==> config.mk <==
export PLATFORM = sky130hd
export DESIGN_NAME = key_debounce_array
export DESIGN_NICKNAME = d
export VERILOG_FILES = /design/src/rtl/key_debounce_array.sv
export SDC_FILE = /design/constraint.sdc
export NUM_CORES = 1
export LEC_CHECK = 0
export BUFFER_PORTS_ARGS = -buffer_cell sky130_fd_sc_hd__buf_2
export CORE_ASPECT_RATIO = 0.75
export CORE_MARGIN = 1
export CORE_UTILIZATION = 55
export DETAILED_ROUTE_END_ITERATION = 12
export PLACE_DENSITY = 0.72
export SLEW_MARGIN = 10
export SYNTH_ARGS = -nofsm -noshare
export SYNTH_HDL_FRONTEND = slang
export SYNTH_SLANG_ARGS = --single-unit
==> constraint.sdc <==
create_clock -name clk -period 4.2 [get_ports clk]
set_clock_uncertainty 0.2 [all_clocks]
set_input_delay 0.21 -clock clk [delete_from_list [all_inputs] [get_ports clk]]
set_output_delay 0.21 -clock clk [all_outputs]
set_load 0.1 [all_outputs]
==> src/rtl/key_debounce_array.sv <==
// Multi-channel key debouncer: synchroniser, stability qualifier,
// edge pulses and long-press detection per channel.
module key_debounce_array #(
  parameter int NUM_CH      = 4,
  parameter int SYNC_STAGES = 2,
  parameter int STABLE_CYC  = 1_000_000,
  parameter int LONG_CYC    = 50_000_000,
  parameter bit ACTIVE_LOW  = 1'b1
) (
  input  logic              clk,
  input  logic              rst_n,
  input  logic [NUM_CH-1:0] in,
  output logic [NUM_CH-1:0] out,
  output logic [NUM_CH-1:0] pressed,
  output logic [NUM_CH-1:0] rise,
  output logic [NUM_CH-1:0] fall,
  output logic [NUM_CH-1:0] edj,
  output logic [NUM_CH-1:0] long_press,
  output logic              any_pressed
);

  localparam int SW = (STABLE_CYC > 2) ? $clog2(STABLE_CYC) : 1;
  localparam int HW = $clog2(LONG_CYC + 1);

  localparam logic [SW-1:0] STAB_LAST = SW'(STABLE_CYC - 1);
  localparam logic [SW-1:0] STAB_ONE  = SW'(1);
  localparam logic [HW-1:0] HOLD_MAX  = HW'(LONG_CYC);
  localparam logic [HW-1:0] HOLD_PRE  = HW'(LONG_CYC - 1);
  localparam logic [HW-1:0] HOLD_ONE  = HW'(1);

  localparam logic [NUM_CH-1:0] IDLE = {NUM_CH{ACTIVE_LOW}};

  logic [SYNC_STAGES-1:0][NUM_CH-1:0] sync_q, sync_d;
  logic [NUM_CH-1:0][SW-1:0] stab_q, stab_d;
  logic [NUM_CH-1:0][HW-1:0] hold_q, hold_d;
  logic [NUM_CH-1:0] out_q, out_d;
  logic [NUM_CH-1:0] rise_q, rise_d;
  logic [NUM_CH-1:0] fall_q, fall_d;
  logic [NUM_CH-1:0] edj_q, edj_d;
  logic [NUM_CH-1:0] long_q, long_d;
  logic [NUM_CH-1:0] synced;
  logic [NUM_CH-1:0] prs;

  assign synced = sync_q[SYNC_STAGES-1];
  assign prs    = out_q ^ IDLE;

  always_comb begin
    sync_d = {sync_q[SYNC_STAGES-2:0], in};
  end

  always_comb begin
    stab_d = '0;
    hold_d = '0;
    out_d  = out_q;
    rise_d = '0;
    fall_d = '0;
    edj_d  = '0;
    long_d = '0;
    for (int c = 0; c < NUM_CH; c++) begin
      // any cycle matching out drops the count back to zero
      if (synced[c] != out_q[c]) begin
        if (stab_q[c] == STAB_LAST) begin
          out_d[c]  = ~out_q[c];
          rise_d[c] = ~out_q[c];
          fall_d[c] = out_q[c];
          edj_d[c]  = 1'b1;
        end else begin
          stab_d[c] = stab_q[c] + STAB_ONE;
        end
      end
      if (prs[c]) begin
        if (hold_q[c] != HOLD_MAX) begin
          hold_d[c] = hold_q[c] + HOLD_ONE;
        end else begin
          hold_d[c] = hold_q[c];
        end
        long_d[c] = (hold_q[c] == HOLD_PRE);
      end
    end
  end

  always_ff @(posedge clk or negedge rst_n) begin
    if (!rst_n) begin
      sync_q <= {SYNC_STAGES{IDLE}};
      stab_q <= '0;
      hold_q <= '0;
      out_q  <= IDLE;
      rise_q <= '0;
      fall_q <= '0;
      edj_q  <= '0;
      long_q <= '0;
    end else begin
      sync_q <= sync_d;
      stab_q <= stab_d;
      hold_q <= hold_d;
      out_q  <= out_d;
      rise_q <= rise_d;
      fall_q <= fall_d;
      edj_q  <= edj_d;
      long_q <= long_d;
    end
  end

  assign out         = out_q;
  assign pressed     = prs;
  assign rise        = rise_q;
  assign fall        = fall_q;
  assign edj         = edj_q;
  assign long_press  = long_q;
  assign any_pressed = |prs;

endmodule

* After elaboration in Yosys (flattened, before gate mapping)
Index checks and enable logic that the tools add are counted.
Cells by class: add/sub/neg operators 8, equality and inequality tests 20, mux-type cells 44, bitwise gates (word level) 5, reductions and logical operators 5
Operators with widths (number):
- $mux 26 | 8
- $mux 20 | 8
- $add 26x1->26 const B | 4
- $eq 26x26->1 const B | 4
- $ne 26x26->1 const B | 4
- $add 20x1->20 const B | 4
- $eq 20x20->1 const B | 4
- $mux 1 | 28
- $ne 2x1->1 const B | 4
- $reduce_and 2->1 | 4
- $ne 1x1->1 | 4
- $not 1->1 | 4
- $not 4->4 | 1
- $reduce_or 4->1 | 1
Storage, ports and cells: flip-flop bits (word level) 212, bits of input ports 6, output and inout bits 25

* Logic depth before layout (Yosys ltp)
depth in word-level cells 3, mapped depth 8, depth with buffers taken out 7

* Worst setup path before layout
Ideal clock, no wire load.
path kind reg2out, start register out_q[0], in the netlist out[0], end output port any_pressed, arrival time 2.618 ns, required time 3.790 ns, setup slack 1.172 ns, stages on the path, launching flop included 5, buffers on the path 3, cells stage by stage dfstp_2 -> clkbuf_1 -> clkbuf_1 -> buf_1 -> nand4_1
Between the ends: cells in the longest elaborated chain, start to end 2
RTL lines:
- start: declaration | RTL line 36 | logic [NUM_CH-1:0] out_q, out_d;
- start signal: assignment | RTL line 96 | out_q <= out_d;
- $not 4->4 (no source line)
- $reduce_or 4->1 | RTL line 110 | assign any_pressed = |prs;
- end: declaration | RTL line 19 | output logic any_pressed
Every way passes these cells.

* Worst setup path in the final report
start register out_q[2], in the netlist out[2], end output port any_pressed
The elaborated chain is that of the path after synthesis.

==> results <==
- The number of hold violations in the final report was 0.
- The later pin in the worst-skew pair is clocked with a latency of 0.50 ns.
- Counting instances in the post-synthesis netlist gives the leading cell types as sky130_fd_sc_hd__dfrtp_1, sky130_fd_sc_hd__nor2_1, sky130_fd_sc_hd__xor2_1, sky130_fd_sc_hd__nand3_1, sky130_fd_sc_hd__nand2_1.
- After synthesis, the share of flip-flops with an asynchronous set or reset is 100%.
- The routed layout has 6924 vias.
- The floorplan step defined a die boundary enclosing ~0.019 mm².
- The final number of max-transition violations is 0.
- Sorting the synthesized cells by area gives the leading types as sky130_fd_sc_hd__dfrtp_1, sky130_fd_sc_hd__xor2_1, sky130_fd_sc_hd__nor2_1.
- The mean instance size in the synthesized netlist is 9.96 µm².
- STA classifies the critical path startpoint as a flip-flop.
- The number of top-level pins is 31.
- For this run, the slowest stage of the critical path takes just over 0.9 ns.
- The class of the most critical setup path is reg2out.
- The type of the tightest min-delay check is in2async.
- The first detailed-routing pass took 5 iterations.
- In this run the tool buffered the top-level ports with 30 buffer cells.
- The flip-flop and latch count after synthesis is 212.
- The switching power as a share of total power is 20.7%.
- IR analysis of the VDD net gives a maximum drop of 0.282 mV.
- Global routing used roughly a fifth of the available tracks across all layers.
- Measured along the y axis, the die boundary spans 119 µm.
- The number of rows created at floorplan is 42.
- The total number of nets in the final design is 1058.
- Yosys mapped the design onto 41 distinct sky130hd cell types.
- The element type at the critical path end is a primary output.
- The sequential-to-total area share from yosys stat is 53.1%.
- In the final layout, the share of cells above drive strength 1 is just under 9%.
- The horizontal die dimension is 158 µm.
- Using the TritonRoute via totals, the vias-per-cell ratio works out to 5.34.
- The placed wire-length estimate is 11300 µm.
- The starting DRC count in detailed routing is 447.
- The number of setup violations in the final report is 0.
- The number of warnings printed during yosys synthesis is 0.
- The starting utilization of the core area is 56.4%.
- Once the clock tree was built, the resizer swapped 0 gates to a different size.
- sky130_fd_sc_hd__dfrtp_1 takes more of the synthesized area than any other cell.
- The repair_antennas step left the layout with diodes totalling 0.
- The number of buffers inserted by post-CTS setup repair is 0.
- The CTS H-tree depth is 1.
- Clock-pin slew was measured on the worst setup and hold paths at 0.06 ns.
- The clock network burns 47.2% of the power.
- The final layout contains routed wiring with a total length of 17700 µm.
- Hold timing on the final database bottoms out at a slack of approximately 0.13 ns.
- Dividing the detail-routed wire length by the instance count gives ~14 µm.
- The power consumption is approximately 0.0041 W.
- In this run the worst path has a maximum fanout of 33.
- Once placement completed, the tool counted placed cells totaling 1253.
- The run finished with clean final reports.
- Setup repair after global routing left no endpoint under its margin.
- The initial antenna violation count is 0.
- The final critical-path required period is 2.45 ns.
- The headroom to the max-slew limit is about 27%.
- The critical path required time is roughly 3.8 ns.
- The count of flip-flops with a built-in enable after synthesis is 0.
- The number of global-route vias before repair is 6617.
- The signed area change from the synthesized netlist to the final layout is 11.4%.
- The longest clock path from root to sink contains 3 buffers.
- The number of nets still failing antenna checks after routing is 0.
- TritonCTS built the clock tree.
- The post-synth design cell area is 0.0100 mm².
- The leakage power figure is 4.95 nW.
- The part of the power in combinational logic is under 10%.
- The final weighted congestion in routability-driven placement is 0.822.
- In the post-synthesis netlist, the cell with the most instances is sky130_fd_sc_hd__dfrtp_1.
- The critical-path cell with the highest stage delay is sky130_fd_sc_hd__dfstp_2.
- For the worst setup path, the data arrival time is 2.04 ns.
- After routing, the total negative slack on setup checks comes to 0 ns.
- The final critical path takes up between 50% and 60% of the cycle.
- Excluding fillers, the count of instances in the completed layout stands at between 1000 and 1500.
- The CTS root buffer is sky130_fd_sc_hd__clkbuf_16.
- The dominant synthesized flop cell is sky130_fd_sc_hd__dfrtp_1.
- The area of the placeable core is 0.0178 mm².
- Entering global routing, the biggest net connects 104 pins.
- The CTS buffer count is 22.
- The remaining global-route overflow is 0.
- For this run, design rule violations remaining after detail routing come to 0.
- The first global-routing pass estimated 31200 µm of wire.
- The maximum clock frequency is 0.409 GHz.
- Buffers inserted to repair hold after CTS numbered 5.
- Of the total power, registers draw 50.9%.
- The fill cell instance count of the final layout is 1466.
- Max-cap violations in this run came to 0.
- Cell internal power was estimated by the tool at ~0.0032 W.
- At the pin with the least slew margin, the transition time is around 1.1 ns.
- Counting every net in the synthesized netlist gives slightly above 1000.
- Traced cell by cell, the critical path runs through nand4_1 -> buf_2.
- CTS saw 212 sinks.
- The cell count after synthesis came out at 1006.
- The power per cell area is 365 mW/mm².
- The power spent charging and discharging nets is 0.000845 W.
- The final core utilization is 62.9%.
- The area share of the leading cell type in the synthesized netlist is 49.9%.
-- layout make-up --
cell class,instances,area (µm²),area share (%)
Timing Repair Buffer,38,245,2.20
Multi-Input combinational cell,735,4470,40.0
Clock buffer,33,663,5.94
Inverter,31,116,1.04
Clock inverter,6,55.1,0.493
Tap cell,242,303,2.71
Sequential cell,212,5320,47.6
-- power groups by stage --
stage	registers [W]	logic [W]	clock network, W
2_1_floorplan	0.00211	0.0000279	0
3_3_place_gp	0.00211	0.0000792	0
3_5_place_dp	0.00211	0.0000794	0
4_1_cts	0.00207	0.0000835	0.00197
5_1_grt	0.00207	0.0000943	0.00205
6_report	0.00207	0.0000790	0.00192
-- layer usage --
| layer | routed length (µm) | GRT usage (%) | up-vias |
|---|---|---|---|
| met5 | 0 | 0 | - |
| met4 | 282 | 4.92 | 0 |
| met3 | 500 | 2.95 | 21 |
| met2 | 7590 | 29.5 | 96 |
| met1 | 9290 | 31.2 | 3320 |
| li1 | - | - | 3487 |
-- per-stage QoR --
step | area, µm² | worst slack (ns)
after floorplan | 10000 | 1.17
after CTS | 11200 | 1.71
after global placement | 10400 | 1.81
after global routing | 11200 | 1.49
after detailed placement | 10400 | 1.77
final | 11200 | 1.75
-- final timing paths --
check | start | to | slack [ns] | depth (start not counted)
worst max register to register | stab_q[40]$_DFF_PN0_ | stab_q[46]$_DFF_PN0_ | 1.78 | 6
min in group clk | in[3] | sync_d[7]$_DFF_PN1_ | 0.15 | 2
worst min register to register | sync_d[7]$_DFF_PN1_ | synced[3]$_DFF_PN1_ | 0.16 | 0
worst max-delay path | out[2]$_DFFE_PN1P_ | any_pressed | 1.75 | 2
max in group asynchronous | rst_n | synced[2]$_DFF_PN1_ | 2.68 | 3
worst min-delay path | rst_n | hold_q[31]$_DFFE_PN0P_ | 0.13 | 2
-- worst max-delay path, delay by kind of cell, from the launching register on --
kind	cells	cell delay (ns)
AND/OR/NAND/NOR	1	0.24
flip-flops	1	0.93
buffers and inverters	1	0.35
-- layout by cell type, fill, tap and decap left out, drive strengths merged, types with 2 or more instances in the layout --
master and instances:
and4b 2, clkbuf 33, a21oi 13, o21ai 10, and4 12, nor4b 8
and2 4, nor2 195, clkinv 5, or2 4, xnor2 56, mux2i 4
nor4 17, or4 2, xor2 106, dlygate4sd3 5, nor3 32, nand4 53
nand3 67, nand3b 2, nor2b 3, nand2 60, mux2 5, nand4b 3
inv 31, nor4bb 8, or3 15, nor3b 6, and3 30, buf 33
dfstp 12, ha 12, nand2b 4, dfrtp 200
-- logic make-up (layout without fill, tap and decap cells) --
kind of cell             after synthesis  after routing  share of synthesized area, %
XOR/XNOR                             162            162                          14.2
buffers and inverters                 59            108                          2.35
multiplexers                           9              9                         0.961
AND/OR/NAND/NOR                      528            528                          26.7
flip-flops                           212            212                          53.1
adder cells (fa/ha/maj)               12             12                          1.50
AO/OA/AOI/OAI                         24             24                          1.22
-- sequential cells by signal, summed over array words and instances, names as in the netlist --
| signal | cells |
|---|---|
| edj | 4 |
| fall | 4 |
| hold_q | 104 |
| long_press | 4 |
| out | 4 |
| rise | 4 |
| stab_q | 80 |
| sync_d | 4 |
| synced | 4 |
Note: power is estimated with default switching activity, not from simulation.
